$ cat config.mk
export PLATFORM = sky130hd
export DESIGN_NAME = link_switch
export DESIGN_NICKNAME = d
export VERILOG_FILES = /design/src/rtl/link_pkg.sv /design/src/rtl/link_fifo.sv /design/src/rtl/link_switch.sv
export SDC_FILE = /design/constraint.sdc
export NUM_CORES = 1
export LEC_CHECK = 0
export CORE_MARGIN = 2
export CORE_UTILIZATION = 55
export DETAILED_ROUTE_END_ITERATION = 10
export PLACE_DENSITY = 0.75
export RECOVER_POWER = 25
export SLEW_MARGIN = 10
export SYNTH_ARGS = -nofsm -noshare
export SYNTH_HDL_FRONTEND = slang
export SYNTH_HIERARCHICAL = 1
export SYNTH_SLANG_ARGS = --single-unit
$ cat constraint.sdc
create_clock -name clk -period 4.6 [get_ports clk]
set_input_delay 0.92 -clock clk [delete_from_list [all_inputs] [get_ports clk]]
set_output_delay 0.92 -clock clk [all_outputs]
set_load 0.005 [all_outputs]
$ cat src/rtl/link_pkg.sv
// link_pkg: shared types for the link_switch packet switch.
// Holds header width, FSM state enums, the FIFO entry layout and the rr helper.
package link_pkg;

  localparam int HDR_W = 8;

  typedef enum logic [1:0] {
    HEADER,
    REQ,
    FWD,
    DROP
  } in_state_e;

  typedef enum logic {
    IDLE,
    LOCKED
  } out_state_e;

  typedef struct packed {
    logic       last;
    logic [7:0] data;
  } fifo_entry_t;

  // Round-robin successor of idx among n ports.
  function automatic int rr_next(int idx, int n);
    return (idx + 1 >= n) ? 0 : idx + 1;
  endfunction

endpackage

$ cat src/rtl/link_fifo.sv
// link_fifo: synchronous input FIFO of {last, data} entries with occupancy count.
// Ports: clk, reset (sync, high), i_push/i_wdata, i_pop, o_rdata (head), o_count.
module link_fifo
  import link_pkg::*;
#(
  parameter int DEPTH = 16
) (
  input  logic                   clk,
  input  logic                   reset,
  input  logic                   i_push,
  input  fifo_entry_t            i_wdata,
  input  logic                   i_pop,
  output fifo_entry_t            o_rdata,
  output logic [$clog2(DEPTH):0] o_count
);

  localparam int AW = $clog2(DEPTH);

  fifo_entry_t  r_mem [DEPTH];
  logic [AW-1:0] r_wp;
  logic [AW-1:0] r_rp;
  logic [AW:0]   r_cnt;
  logic          w_push;
  logic          w_pop;

  // Fullness is judged on the pre-pop count; a push into a full FIFO is lost.
  assign w_push = i_push && (r_cnt < (AW+1)'(DEPTH));
  assign w_pop  = i_pop && (r_cnt != '0);

  always_ff @(posedge clk) begin
    if (reset) begin
      r_wp  <= '0;
      r_rp  <= '0;
      r_cnt <= '0;
    end else begin
      if (w_push) r_wp <= r_wp + 1'b1;
      if (w_pop)  r_rp <= r_rp + 1'b1;
      case ({w_push, w_pop})
        2'b10:   r_cnt <= r_cnt + 1'b1;
        2'b01:   r_cnt <= r_cnt - 1'b1;
        default: ;
      endcase
    end
  end

  always_ff @(posedge clk) begin
    if (w_push) r_mem[r_wp] <= i_wdata;
  end

  assign o_rdata = r_mem[r_rp];
  assign o_count = r_cnt;

endmodule

$ cat src/rtl/link_switch.sv
// link_switch: N-port byte-stream packet switch; first byte of a packet selects
// the output and is stripped. Per-input FIFO, per-output round-robin with lock.
// Ports: clk, reset (sync, high); in_valid/in_data/in_last/in_busy per input;
// out_valid/out_data/out_last (registered) and out_busy per output.
// Build option LINK_SWITCH_STATS_EN adds fwd_count and drop_count (16b each).
module link_switch
  import link_pkg::*;
#(
  parameter int N_PORTS    = 2,
  parameter int FIFO_DEPTH = 16,
  parameter int DATA_W     = 8
) (
  input  logic                        clk,
  input  logic                        reset,
  input  logic [N_PORTS-1:0]          in_valid,
  input  logic [N_PORTS*DATA_W-1:0]   in_data,
  input  logic [N_PORTS-1:0]          in_last,
  output logic [N_PORTS-1:0]          in_busy,
  output logic [N_PORTS-1:0]          out_valid,
  output logic [N_PORTS*DATA_W-1:0]   out_data,
  output logic [N_PORTS-1:0]          out_last,
  input  logic [N_PORTS-1:0]          out_busy
`ifdef LINK_SWITCH_STATS_EN
  ,
  output logic [N_PORTS*16-1:0]       fwd_count,
  output logic [N_PORTS*16-1:0]       drop_count
`endif
);

  localparam int IW = $clog2(N_PORTS);
  localparam int CW = $clog2(FIFO_DEPTH) + 1;

  fifo_entry_t  w_wdata [N_PORTS];
  fifo_entry_t  w_head  [N_PORTS];
  logic [CW-1:0] w_cnt  [N_PORTS];
  logic [N_PORTS-1:0] w_nempty;
  logic [N_PORTS-1:0] w_bad;
  logic [N_PORTS-1:0] w_pop;
  logic [N_PORTS-1:0] w_opop_in;
  logic [N_PORTS-1:0] w_granted;

  in_state_e r_ist    [N_PORTS];
  in_state_e w_ist_nx [N_PORTS];
  logic [IW-1:0] r_dest [N_PORTS];

  // w_req[o][i]: input i wants output o
  logic [N_PORTS-1:0] w_req [N_PORTS];

  out_state_e r_ost    [N_PORTS];
  out_state_e w_ost_nx [N_PORTS];
  logic [IW-1:0] r_own [N_PORTS];
  logic [IW-1:0] r_rr  [N_PORTS];
  logic [IW-1:0] w_gnt [N_PORTS];
  logic [N_PORTS-1:0] w_any;
  logic [N_PORTS-1:0] w_opop;
  int w_idx;

  logic [N_PORTS-1:0]        r_in_busy;
  logic [N_PORTS-1:0]        r_ov;
  logic [N_PORTS*DATA_W-1:0] r_od;
  logic [N_PORTS-1:0]        r_ol;

  for (genvar g = 0; g < N_PORTS; g++) begin : g_fifo
    assign w_wdata[g] = '{last: in_last[g],
                          data: in_data[g*DATA_W +: DATA_W]};
    link_fifo #(.DEPTH(FIFO_DEPTH)) u_fifo (
      .clk     (clk),
      .reset   (reset),
      .i_push  (in_valid[g]),
      .i_wdata (w_wdata[g]),
      .i_pop   (w_pop[g]),
      .o_rdata (w_head[g]),
      .o_count (w_cnt[g])
    );
    assign w_nempty[g] = (w_cnt[g] != '0);
    assign w_bad[g]    = (w_head[g].data >= HDR_W'(N_PORTS));
  end

  // Requests and grant visibility, from registered state only.
  always_comb begin
    for (int o = 0; o < N_PORTS; o++) begin
      w_req[o] = '0;
    end
    w_granted = '0;
    for (int i = 0; i < N_PORTS; i++) begin
      for (int o = 0; o < N_PORTS; o++) begin
        if (r_ist[i] == HEADER && w_nempty[i] && !w_bad[i] &&
            !w_head[i].last && w_head[i].data[IW-1:0] == IW'(o))
          w_req[o][i] = 1'b1;
        if (r_ist[i] == REQ && r_dest[i] == IW'(o))
          w_req[o][i] = 1'b1;
        if (r_ost[o] == LOCKED && r_own[o] == IW'(i))
          w_granted[i] = 1'b1;
      end
    end
  end

  // Output arbitration and payload pops.
  always_comb begin
    w_idx  = 0;
    w_any  = '0;
    w_opop = '0;
    for (int o = 0; o < N_PORTS; o++) begin
      w_gnt[o]    = '0;
      w_ost_nx[o] = r_ost[o];
      for (int k = 0; k < N_PORTS; k++) begin
        w_idx = int'(r_rr[o]) + k;
        if (w_idx >= N_PORTS) w_idx = w_idx - N_PORTS;
        if (!w_any[o] && w_req[o][w_idx]) begin
          w_any[o] = 1'b1;
          w_gnt[o] = IW'(w_idx);
        end
      end
      // Payload only moves once the owner has consumed its header.
      w_opop[o] = (r_ost[o] == LOCKED) && (r_ist[r_own[o]] == FWD) &&
                  w_nempty[r_own[o]] && !out_busy[o];
      unique case (r_ost[o])
        IDLE:    if (w_any[o]) w_ost_nx[o] = LOCKED;
        LOCKED:  if (w_opop[o] && w_head[r_own[o]].last)
                   w_ost_nx[o] = IDLE;
        default: ;
      endcase
    end
  end

  always_comb begin
    w_opop_in = '0;
    for (int o = 0; o < N_PORTS; o++) begin
      if (w_opop[o]) w_opop_in[r_own[o]] = 1'b1;
    end
  end

  // Input FSMs.
  always_comb begin
    w_pop = '0;
    for (int i = 0; i < N_PORTS; i++) begin
      w_ist_nx[i] = r_ist[i];
      unique case (r_ist[i])
        HEADER: if (w_nempty[i]) begin
          if (w_bad[i] || w_head[i].last) begin
            w_pop[i] = 1'b1;
            if (!w_head[i].last) w_ist_nx[i] = DROP;
          end else begin
            w_ist_nx[i] = REQ;
          end
        end
        REQ: if (w_granted[i]) begin
          w_pop[i]    = 1'b1;
          w_ist_nx[i] = FWD;
        end
        FWD: if (w_opop_in[i]) begin
          w_pop[i] = 1'b1;
          if (w_head[i].last) w_ist_nx[i] = HEADER;
        end
        DROP: if (w_nempty[i]) begin
          w_pop[i] = 1'b1;
          if (w_head[i].last) w_ist_nx[i] = HEADER;
        end
        default: ;
      endcase
    end
  end

  always_ff @(posedge clk) begin
    if (reset) begin
      for (int i = 0; i < N_PORTS; i++) begin
        r_ist[i]  <= HEADER;
        r_dest[i] <= '0;
        r_ost[i]  <= IDLE;
        r_own[i]  <= '0;
        r_rr[i]   <= '0;
      end
      r_in_busy <= '0;
      r_ov      <= '0;
      r_od      <= '0;
      r_ol      <= '0;
    end else begin
      for (int i = 0; i < N_PORTS; i++) begin
        r_ist[i]     <= w_ist_nx[i];
        r_in_busy[i] <= (w_cnt[i] >= CW'(FIFO_DEPTH - 1));
        if (r_ist[i] == HEADER && w_ist_nx[i] == REQ)
          r_dest[i] <= w_head[i].data[IW-1:0];
      end
      for (int o = 0; o < N_PORTS; o++) begin
        r_ost[o] <= w_ost_nx[o];
        if (r_ost[o] == IDLE && w_any[o]) begin
          r_own[o] <= w_gnt[o];
          r_rr[o]  <= IW'(rr_next(int'(w_gnt[o]), N_PORTS));
        end
        r_ov[o] <= w_opop[o];
        if (w_opop[o]) begin
          r_od[o*DATA_W +: DATA_W] <= w_head[r_own[o]].data;
          r_ol[o]                  <= w_head[r_own[o]].last;
        end
      end
    end
  end

  assign in_busy   = r_in_busy;
  assign out_valid = r_ov;
  assign out_data  = r_od;
  assign out_last  = r_ol;

`ifdef LINK_SWITCH_STATS_EN
  logic [15:0] r_fwd  [N_PORTS];
  logic [15:0] r_drop [N_PORTS];
  logic [N_PORTS-1:0] w_ovf;
  logic [N_PORTS-1:0] w_hdrop;

  always_comb begin
    for (int i = 0; i < N_PORTS; i++) begin
      w_ovf[i]   = in_valid[i] && (w_cnt[i] == CW'(FIFO_DEPTH));
      w_hdrop[i] = (r_ist[i] == HEADER) && w_nempty[i] && w_bad[i];
    end
  end

  always_ff @(posedge clk) begin
    if (reset) begin
      for (int i = 0; i < N_PORTS; i++) begin
        r_fwd[i]  <= '0;
        r_drop[i] <= '0;
      end
    end else begin
      for (int i = 0; i < N_PORTS; i++) begin
        if (w_opop[i] && w_head[r_own[i]].last) r_fwd[i] <= r_fwd[i] + 16'd1;
        r_drop[i] <= r_drop[i] + 16'(w_hdrop[i]) + 16'(w_ovf[i]);
      end
    end
  end

  for (genvar g = 0; g < N_PORTS; g++) begin : g_stats
    assign fwd_count[g*16 +: 16]  = r_fwd[g];
    assign drop_count[g*16 +: 16] = r_drop[g];
  end
`endif

endmodule

==> results.toml <==
[run_status]
result_of_the_run = "completed"

[place]
place_congestion = 0.866
pre_cts_slack_ns = -0.0155
placement.io_buffers = 45
dp_cells = 1228
detailed_place_hpwl_mm = 19.0

[cells_and_area]
area_growth_syn_to_layout_pct = 18.7
layout.cells.most_common = "edfxtp_1"
multi_input_area_um2 = 4280
sequential_cell_area_um2 = 10100
fillers = 1706
stdcell_count = 1313
design.final.nets = 994
final_standard_cell_utilization_of_the_core_pct = 66.4
n_antenna_cell = 0
most-common-layout-cells = "294 x edfxtp_1, 90 x mux4_2, 67 x buf_4, 62 x nor2_1, 60 x dfxtp_1"
layout_cell_share_with_drive_strength_beyond_1_pct = 26.9

[die]
num_rows = 59
die_width_um = 167
ioPinCount = 46
initial_core_util_pct = 55.9
fp.dieH_um = 167
fp.coreArea_um2 = 26000
die_outline_area_um2 = 27700

[power_and_ir_drop]
switching_power_mw = 2.33
total_power_mw = 9.00
vdd.ir_drop.worst_v = 0.000483
p_seq_share_pct = 42.4
cell_internal_pwr_mw = 6.67
power_per_cell_area_nw_per_um2 = 522
power.share.combinational_pct = 22.4
power_leakage_nw = 5.69
clkPwrFrac_pct = 35.2
switching_share_pct = 25.8

[logic_synthesis]
post-synth-top-area-cell = "edfxtp_1"
dominant_combinational_cell_family_by_area_after_synthesis = "multiplexers"
synthMuxAreaShare_pct = 14.3
main_area_contributors_after_synthesis = "edfxtp_1 61%, mux4_2 14%, dfxtp_1 8.5%, nor2_1 1.6%, ha_1 1.4%"
synth-simple-area-share_pct = 5.94
postSynthCellCount = 835
asyncSetResetFlopFracSynth_pct = 0
synth-adder-area-share_pct = 1.38
synth_seq_area_share_pct = 69.3
yosysTopAreaCellShare_pct = 60.7
synth_warnings = 6
syn-num-nets = 875
ys_ff_latch = 356
synth_area_per_cell_um2 = 17.4
post_synth_edffs = 294
number_of_distinct_library_cell_variants_in_the_gate_level_netlist_after_synthesis = 66
synth_xor_area_share_pct = 0.964
synth_flop_cell = "edfxtp_1"
synth_area_um2 = 14500
synth_compound_area_share_pct = 6.16

[sta]
timing.clock.skew_ns = 0.0229
fin_crit_sh_pct = 97.7
relSlewSlack_pct = 40.2
final_hold_viol_count = 0
tightest_slew_ns = 0.894
worst_path_setup_slack_after_routing_ns = 0.106
period_needed_ns = 4.49
timing_max_transition_violations_final = 0
max_freq_mhz = 223
finalSetupViolCount = 0

[worst_setup_path]
path_common_cell = "mux4_2"
worst_path_max_delay_cell = "mux4_2"
worst_path_required_ns = 5.05
timing_worst_setup_path_type = "reg2reg"
setup.worst_path.end_class = "flop"
worstPathArrival_ns = 4.95
r2r.worst_path.cells = 18
chain_of_cells_forming_the_critical_path = "buf_12 -> buf_6 -> mux4_2 -> mux4_2 -> nor4_4 -> nand2_1 -> o21ai_1 -> a21oi_1 -> or3_4 -> o21a_4 -> ha_4 -> xor2_1 -> ha_2 -> a21bo_2 -> a41oi_2 -> a311oi_2 -> or4_1 -> a21oi_2"
critPathMaxStageDelay_ns = 0.56
startpoint_type = "flop"
worstReg2RegEnd = "g_fifo[0].u_fifo/o_count[4]$_SDFFE_PP0P_"
critical_path_peak_fanout = 8
reg2reg_setup_slack_ns = 0.11

[clock_tree]
number_of_buffers_added_to_fix_hold_violations_after_cts = 0
clk_pin_slew_worst_paths_ns = 0.06
clock_tree.root_cell = "clkbuf_16"
clock-sinks = 356
clkLatencyLatePin_ns = 0.52
cts_made_buffers = 37
max-clock-path-buffers = 3
clock_tree.htree_level_count = 2
tritoncts_clock_tree = "done"

[route]
detail-route-antenna-nets = 0
remaining_drc_errors = 0
number_of_drc_violations_after_detailed_routing_iteration_0 = 746
via_per_inst = 6.07
average_wire_per_cell_in_the_routed_design_um = 22.7
route.vias.total = 7975
finalWirelength_mm = 29.8
first_pass_iters = 5

[global_route]
groute.usage.overall_pct = 21.6
global_route_total_overflow = 0
maximum_number_of_pins_on_one_net_before_global_route_repair = 43
number_of_antenna_violations_at_the_first_check_in_global_routing = 0
grt_pass1_wl_mm = 46.1
number_of_global_route_vias_before_repair = 7863

[job]
max_cap_violations = 0

[worst_hold_path]
timing.hold.worst_path_depth = 2
holdPathEnd = "out_data[2]$_SDFFE_PP0N_"
min-delay-path-class = "reg2reg"
holdCritStartpoint = "out_data[2]$_SDFFE_PP0N_"
[cells in the mapped netlist (all sizes together) (9+ instances only)]
library cell,instances
nand2,43
nand2b,14
buf,23
mux4,90
clkbuf,20
a22o,9
o21ai,23
dfxtp,62
nor3,15
xor2,12
a21oi,26
inv,13
ha,16
a21o,12
a22oi,10
edfxtp,294
nor2,62
[stage by stage]
| step | hold WS [ns] | setup TNS, ns | cell area, um^2 |
|---|---|---|---|
| final | 0.449 | 0 | 17300 |
| after global placement | 0.435 | -0.000107 | 15700 |
| after detailed placement | 0.441 | -0.0155 | 15700 |
| after floorplan | 0.449 | 0 | 14600 |
| after CTS | 0.454 | 0 | 17000 |
| after global routing | 0.477 | -0.0352 | 17300 |
[logic make-up after synthesis]
kind of cell	after synthesis
muxes	95
buffers and inverters	56
adders and majority gates	16
xor gates and xnor gates	16
and+or+nand+nor	174
AOI/OAI and AO/OA	122
DFF	356
[state kept, by name (all words and copies together), names as in the netlist, 4 cells and up, named ones only]
register and flops:
g_fifo.u_fifo/r_mem 288, out_data 16, g_fifo.u_fifo/o_count 10, g_fifo.u_fifo/r_rp 8
g_fifo.u_fifo/r_wp 8, r_ist 4
[per-layer routing]
| metal | GRT usage, % | share of wire [%] |
|---|---|---|
| met3 | 4.11 | 7.7 |
| met1 | 31.4 | 43 |
| met2 | 33.9 | 47 |
| met5 | 0 | 0 |
| met4 | 6.37 | 2.4 |
[power groups by stage]
stage / clock (mW) / combinational (mW) / sequential (mW)
finish: 3.16 / 2.02 / 3.82
global route: 3.34 / 2.18 / 3.84
CTS: 3.22 / 1.86 / 3.81
detailed placement: 0 / 1.81 / 3.87
global placement: 0 / 1.78 / 3.87
floorplan: 0 / 1.36 / 3.80
[worst max-delay path by stage]
stage | startpoint | to | slack (ns) | depth (start not counted)
6_report | flop | g_fifo[0].u_fifo/o_count[4]$_SDFFE_PP0P_ | 0.11 | 18
5_1_grt | flop | g_fifo[0].u_fifo/o_count[4]$_SDFFE_PP0P_ | -0.03 | 18
4_1_cts | flop | g_fifo[0].u_fifo/o_count[4]$_SDFFE_PP0P_ | 0.006 | 17
3_5_place_dp | flop | g_fifo[0].u_fifo/o_count[4]$_SDFFE_PP0P_ | -0.02 | 17
3_3_place_gp | flop | g_fifo[0].u_fifo/o_count[4]$_SDFFE_PP0P_ | -0.0001 | 17
2_1_floorplan | flop | g_fifo[0].u_fifo/o_count[4]$_SDFFE_PP0P_ | 0.03 | 19
[area by class of cell]
class                           count  area share (%)
Clock buffer                       42            5.53
Clock inverter                     21            1.97
Inverter                           13           0.312
Multi-Input combinational cell    423            24.8
Sequential cell                   356            58.4
Tap cell                          335            2.43
Timing Repair Buffer              123            6.55
[worst max-delay path, delay by kind of cell, from the launching register on]
kind / cells / cell delay, ns
AOI/OAI and AO/OA: 7 / 0.90
xor gates and xnor gates: 1 / 0.15
adders and majority gates: 2 / 0.38
buffers and inverters: 2 / 0.21
DFF: 1 / 0.37
muxes: 2 / 1.07
and+or+nand+nor: 4 / 1.33
[repair_timing]
item | 4_1_cts | 5_1_grt
pin swaps | 0 | 11
hold endpoints to repair | 0 | 0
gates resized for setup | 2 | 21
buffers inserted | 3 | 18
gates cloned | 0 | 1
endpoints found under the setup margin | 1 | 2
No activity file was read; power rests on OpenSTA's default activity.
